===== src/rtl/mem_bus_arbiter_pkg.sv =====
// mem_bus_arbiter_pkg: shared Avalon-MM bus types and port indices
package mem_bus_arbiter_pkg;
  localparam int AW = 32;
  localparam int DW = 32;
  localparam logic PORT_I = 1'b0;
  localparam logic PORT_D = 1'b1;
  typedef struct packed {
    logic [AW-1:0]   address;
    logic [DW-1:0]   writedata;
    logic [DW/8-1:0] byteenable;
    logic            read;
    logic            write;
  } avalon_req_t;
  typedef struct packed {
    logic [DW-1:0] readdata;
    logic          waitrequest;
  } avalon_resp_t;
  function automatic logic is_req(input avalon_req_t r);
    return r.read | r.write;
  endfunction
endpackage


===== src/rtl/mem_bus_arbiter.sv =====
// mem_bus_arbiter: 2:1 Avalon-MM arbiter with transfer locking and contention counter
module mem_bus_arbiter
  import mem_bus_arbiter_pkg::*;
#(
  parameter bit FIXED_PRIORITY = 1'b0
) (
  input  logic         clk,
  input  logic         rst,
  input  avalon_req_t  ibus_avalon_req,
  output avalon_resp_t ibus_avalon_resp,
  input  avalon_req_t  dbus_avalon_req,
  output avalon_resp_t dbus_avalon_resp,
  output avalon_req_t  mem_avalon_req,
  input  avalon_resp_t mem_avalon_resp,
  output logic [31:0]  contention_cnt
);
  typedef enum logic [1:0] {IDLE, LOCK_I, LOCK_D} state_e;
  state_e      state_q, state_d;
  logic        last_q, last_d;
  logic [31:0] cnt_q, cnt_d;
  logic        i_req, d_req, tie_w, winner, has_win, fire;
  // State, last-served port and contention counter registers
  always_ff @(posedge clk) begin
    if (rst) begin
      state_q <= IDLE;
      last_q  <= PORT_D;
      cnt_q   <= '0;
    end else begin
      state_q <= state_d;
      last_q  <= last_d;
      cnt_q   <= cnt_d;
    end
  end
  // Pick the winner; a lock pins the owner, rst suppresses all forwarding
  always_comb begin
    i_req   = is_req(ibus_avalon_req);
    d_req   = is_req(dbus_avalon_req);
    tie_w   = FIXED_PRIORITY ? PORT_D : ~last_q;
    winner  = state_q == LOCK_I ? PORT_I :
              state_q == LOCK_D ? PORT_D :
              (i_req && d_req)  ? tie_w  :
              d_req             ? PORT_D : PORT_I;
    has_win = !rst && (state_q == LOCK_I ? i_req :
                       state_q == LOCK_D ? d_req : (i_req || d_req));
    fire    = has_win && !mem_avalon_resp.waitrequest;
    state_d = fire ? IDLE : has_win ? (winner == PORT_D ? LOCK_D : LOCK_I) : IDLE;
    last_d  = fire ? winner : last_q;
    cnt_d   = cnt_q + {31'b0, has_win && i_req && d_req};
  end
  // Request mux and response steering
  always_comb begin
    mem_avalon_req = !has_win ? '0 : winner == PORT_D ? dbus_avalon_req : ibus_avalon_req;
    ibus_avalon_resp.readdata    = mem_avalon_resp.readdata;
    dbus_avalon_resp.readdata    = mem_avalon_resp.readdata;
    ibus_avalon_resp.waitrequest = (has_win && winner == PORT_I) ? mem_avalon_resp.waitrequest : 1'b1;
    dbus_avalon_resp.waitrequest = (has_win && winner == PORT_D) ? mem_avalon_resp.waitrequest : 1'b1;
  end
  assign contention_cnt = cnt_q;
endmodule


===== config.mk =====
export PLATFORM = sky130hd
export DESIGN_NAME = mem_bus_arbiter
export DESIGN_NICKNAME = d
export VERILOG_FILES = /design/src/rtl/mem_bus_arbiter_pkg.sv /design/src/rtl/mem_bus_arbiter.sv
export SDC_FILE = /design/constraint.sdc
export NUM_CORES = 1
export LEC_CHECK = 0
export ABC_AREA = 1
export BUFFER_PORTS_ARGS = -buffer_cell sky130_fd_sc_hd__buf_2
export CAP_MARGIN = 20
export CORE_AREA = 2 2 134 136
export CTS_BUF_LIST = sky130_fd_sc_hd__clkbuf_4 sky130_fd_sc_hd__clkbuf_8
export DETAILED_ROUTE_END_ITERATION = 6
export DIE_AREA = 0 0 136 138
export GPL_TIMING_DRIVEN = 0
export PLACE_DENSITY = 0.51
export SETUP_SLACK_MARGIN = 0.2
export SLEW_MARGIN = 25
export SYNTH_ARGS = -nofsm -noshare
export SYNTH_HDL_FRONTEND = slang
export SYNTH_SLANG_ARGS = --single-unit

===== constraint.sdc =====
create_clock -name clk -period 4.05 [get_ports clk]
set_input_delay 0.6075 -clock clk [delete_from_list [all_inputs] [get_ports clk]]
set_output_delay 0.6075 -clock clk [all_outputs]
set_load 0.01 [all_outputs]

* Yosys cells after proc, flatten, opt, wreduce, memory -nomap -nowiden *
Cells that the tools add are included.

storage, ports and cells
  flip-flop bits (word level) = 35
  bits of input ports = 175
  output and inout port bits = 168
  word-level logic and storage cells = 33

operators by class
  $add $sub $neg = 1
  eq/ne operators = 2
  mux-type cells = 11
  bitwise logic cells = 5
  reductions and logical operators = 11

operators by type and width
  operator                                                                count
  70-bit 2-to-1 mux                                                       2
  32-bit by 1-bit adder with 32-bit output                                1
  1-bit 2-to-1 mux                                                        8
  1-bit logical AND                                                       7
  1-bit inverter                                                          3
  3-bit OR reduction                                                      1
  2-bit by 1-bit equality test with 1-bit output (second input constant)  1
  2-bit equality test (second input constant)                             1
  1-bit logical NOT                                                       2
  2-bit 2-to-1 mux                                                        1
  1-bit bitwise OR                                                        2
  1-bit logical OR                                                        1

* Longest topological paths before layout *
  depth after elaboration = 8
  depth in mapped cells = 15
  mapped depth without buffers = 15

* Least setup slack after synthesis *
No wires, ideal clock.

  path kind = input to register
  start point = input rst
  end point = register cnt_q[20] (netlist: contention_cnt[20])
  setup time = 0.113 ns
  data arrival time = 2.231 ns
  required time = 3.937 ns
  setup slack = 1.706 ns
  stages = 14
  path buffers = 2
  cell sequence = buf_2 inv_2 buf_4 nand2_4 nor2_1 ha_1 ha_1 nand2_1 nor2_2 nand2_2 nor2_2 nand4_1 nand2_1 nor2_1

on the way
  longest elaborated chain between the ends = 5

RTL lines
  what                                      RTL line               RTL
  from (decl)                               mem_bus_arbiter.sv:8   input logic rst,
  1-bit logical NOT                         mem_bus_arbiter.sv:43  has_win = !rst && (state_q == LOCK_I ? i_req :
  1-bit logical AND                         mem_bus_arbiter.sv:43
  1-bit logical AND (2 in a row)            mem_bus_arbiter.sv:48  cnt_d = cnt_q + {31'b0, has_win && i_req && d_req};
  32-bit by 1-bit adder with 32-bit output  mem_bus_arbiter.sv:48
  to (signal assigned)                      mem_bus_arbiter.sv:31  cnt_q <= cnt_d;
  to (decl)                                 mem_bus_arbiter.sv:20  logic [31:0] cnt_q, cnt_d;

Several ways; a longest one is shown, not always the timed one.
A chain may end at the register's enable or synchronous reset.

==> flow_summary_export.csv <==
group,metric,value,unit
final_layout,drive_above_1_share,0.447,
final_layout,layout.cells.most_common_list,"buf_2, nand2_1, nor2_1, buf_4, inv_1",
die,floorplan.die_area,18800,µm²
power,power_frac_comb,0.423,
final_layout,area.growth.synth_to_final,58.2,%
critical_path,critical_path_required,3.44,ns
critical_path,timing.reg2reg.setup_slack,1.65,ns
cts,worst_skew_pair.late_latency,0.30,ns
critical_path,critPathKind,"in2out",
global_routing,grt_pass1_wl,25800,µm
yosys,seq_area_frac_synth,0.209,
cts,root_buffer,"clkbuf_8",
routing,drt_iter0_markers,202,
yosys,syn_area,3350,µm²
yosys,synth-warning-count,0,
final_layout,final_net_count,1103,
yosys,synth.lib_cells_used.distinct,29,
routing,detail_route.drc_violations,0,
die,die-width,136,µm
cts,cts.clk_slew.worst_paths,0.08,ns
power,switching_share,0.362,
yosys,synth_nets,787,
critical_path,r2r.worst_path.cells,15,
routing,amount_of_wire_on_met3_after_detailed_routing,2880,µm
timing,fin_crit_sh,0.639,
routing,wirelength_met1,7490,µm
timing,worst_slew_pin_slew,0.597,ns
placed_design,dp_hpwl,15800,µm
critical_path,worstReg2RegStart,"state_q[0]",
die,floorplan.initialDensity,0.191,
placed_design,gpl.final_weighted_congestion,0.820,
routing,routed.top_layer,"met5",
placed_design,placement.io_buffers,309,
timing,setup_violations,0,
hold_path,min_delay_path_depth,2,
cts,ctsHoldBuffers,0,
final_layout,filler_cell_count,2033,
global_routing,grt_antenna_before_repair,4,
hold_path,min-delay-start,"contention_cnt[31]",
cts,number_of_buffers_added_by_the_clock_tree_synthesis_step,5,
die,core_region_area,17500,µm²
die,num_io_pins,343,
routing,drt_pass1_iterations,5,
global_routing,vias_in_the_first_global_route,4377,
power,powerDensity,213,nW/µm²
timing,period_needed,2.59,ns
critical_path,timing.critical_path.fanout_max,10,
cts,cts_setup_buffers,0,
yosys,post_synth_inst_count,609,
routing,detail_route.wirelength,18100,µm
timing,unrepaired_setup_endpoints_after_global_routing,"no",
power,netSwitchingPower,0.408,mW
die,placement_rows,49,
critical_path,timing.critical_path.arrival,1.98,ns
routing,route.detailed.wl_per_inst,15.5,µm
job,drv_cap,0,
global_routing,remaining_global_route_overflow,0,
cts,number_of_clock_sinks,35,
power,power_report.internal_total,0.720,mW
yosys,ys_ff_latch,35,
power,ir_drop,91.5,µV
power,power.total,1.13,mW
cts,cts-root-to-sink-buffers,2,
final_layout,most_common_library_cell_in_the_layout_ignoring_fill_and_taps,"buf_2",
cts,tritoncts,"yes",
yosys,syn_area_per_cell,5.51,µm²
power,static-leakage-power,3.02,nW
timing,finalHoldViolations,0,
die,dieHeight,138,µm
routing,met2WireLength,7440,µm
critical_path,crit_path_start_kind,"input pin",
power,clkPwrFrac,0.267,
hold_path,min_delay_worst_endpoint,"contention_cnt[31]",
timing,fmax,386,MHz
timing,relSlewSlack,0.602,
timing,timing.clock.skew,0.00390,ns
timing,final.setup.tns,0,ns
run_status,status,"complete, no violations",
hold_path,hold_class,"reg2reg",
routing,detail_route.vias_per_cell,3.98,
routing,routed-via-count,4624,
cts,postCtsResizedCells,0,
timing,finalMaxSlewViolations,0,
power,pwr-share-seq,0.310,
global_routing,track_usage,0.183,
critical_path,crit-reg2reg-capture,"contention_cnt[22]",
critical_path,worstSetupEndpointType,"primary output",
cts,htree_levels,2,
global_routing,grt_start_max_net_pins,11,
routing,antenna_violating_nets_remaining,0,
==> per-stage QoR <==
step	instance area, µm²	hold slack (ns)	utilization	setup WS (ns)	cells
final	5310	0.478	0.303	1.46	1161
after global routing	5290	0.511	0.302	1.19	1155
after CTS	5290	0.483	0.302	1.43	1155
after detailed placement	5190	0.471	0.296	1.20	1147
after global placement	5190	0.468	0.296	1.20	1147
after floorplan	3350	0.467	-	1.71	609
==> sequential cells by signal (all words and copies together), names as in the netlist <==
name	cells
last_q	1
state_q	2
contention_cnt	32
==> synthesized netlist by cell type <==
| cell type | instances | area [µm²] |
|---|---|---|
| a21oi_1 | 20 | 100 |
| buf_2 | 12 | 60.1 |
| buf_4 | 66 | 495 |
| buf_6 | 2 | 22.5 |
| clkbuf_1 | 2 | 7.51 |
| dfxtp_1 | 35 | 701 |
| ha_1 | 3 | 37.5 |
| inv_1 | 41 | 154 |
| inv_2 | 1 | 3.75 |
| inv_4 | 1 | 6.26 |
| nand2_1 | 306 | 1150 |
| nand2_2 | 3 | 18.8 |
| nand2_4 | 2 | 22.5 |
| nand3_1 | 13 | 65.1 |
| nand3_2 | 1 | 10.0 |
| nand3_4 | 1 | 17.5 |
| nand4_1 | 7 | 43.8 |
| nor2_1 | 68 | 255 |
| nor2_2 | 6 | 37.5 |
| nor2_4 | 1 | 11.3 |
| nor2_8 | 1 | 20.0 |
| nor3_1 | 1 | 5.00 |
| nor3b_1 | 1 | 7.51 |
| o21a_1 | 4 | 30.0 |
| o21ai_0 | 4 | 20.0 |
| o21ai_1 | 2 | 10.0 |
| o21bai_1 | 1 | 7.51 |
| xnor2_1 | 2 | 17.5 |
| xor2_1 | 2 | 17.5 |
==> cells by family (layout without fill, tap and decap cells) <==
group           count (synthesis)  after routing  synth area share
flops                          35             35             0.209
other cells                     0              6                 0
fa+ha+maj                       3              3            0.0112
buf+inv                       125            442             0.224
compound gates                 31             31            0.0500
xor+xnor                        4              4            0.0104
simple gates                  411            411             0.496
==> worst max path at each step <==
stage                            start                  to  cells after the start
floorplan                          rst  contention_cnt[20]                     14
global placement                   rst  contention_cnt[20]                     14
detailed placement                 rst  contention_cnt[20]                     14
CTS                 dbus_avalon_req[0]  mem_avalon_req[65]                     13
global route        ibus_avalon_req[1]  contention_cnt[20]                     16
finish              dbus_avalon_req[0]  mem_avalon_req[65]                     13
==> final cells by class <==
class / instances / area [µm²] / area share
Antenna cell: 6 / 15.0 / 0.00283
Buffer: 82 / 586 / 0.110
Inverter: 43 / 164 / 0.0309
Sequential cell: 35 / 701 / 0.132
Multi-Input combinational cell: 449 / 1900 / 0.359
Timing Repair Buffer: 309 / 1550 / 0.292
Tap cell: 229 / 287 / 0.0540
Clock buffer: 8 / 104 / 0.0196
==> worst max-delay path, stage by stage <==
cell     delay [ns]
buf_2          0.10
inv_1          0.04
nand2_1        0.08
nand2_1        0.11
nand2_1        0.09
nand2_4        0.12
nand3_4        0.11
inv_4          0.11
buf_6          0.15
buf_6          0.15
nand2_1        0.05
nand2_1        0.05
buf_2          0.20
==> power by group through the flow <==
stage	clock network, mW	registers, mW	logic [mW]
after floorplan	0	0.358	0.238
after global placement	0	0.358	0.478
after detailed placement	0	0.358	0.479
after CTS	0.306	0.350	0.482
after global routing	0.327	0.351	0.526
final	0.301	0.350	0.477
==> per-layer routing <==
layer  track usage  up-vias
met5             0        -
met4        0.0280        4
met3         0.113       14
met2         0.277      211
met1         0.225     1971
li1              -     2424
Power figures use the tool's default switching activity.
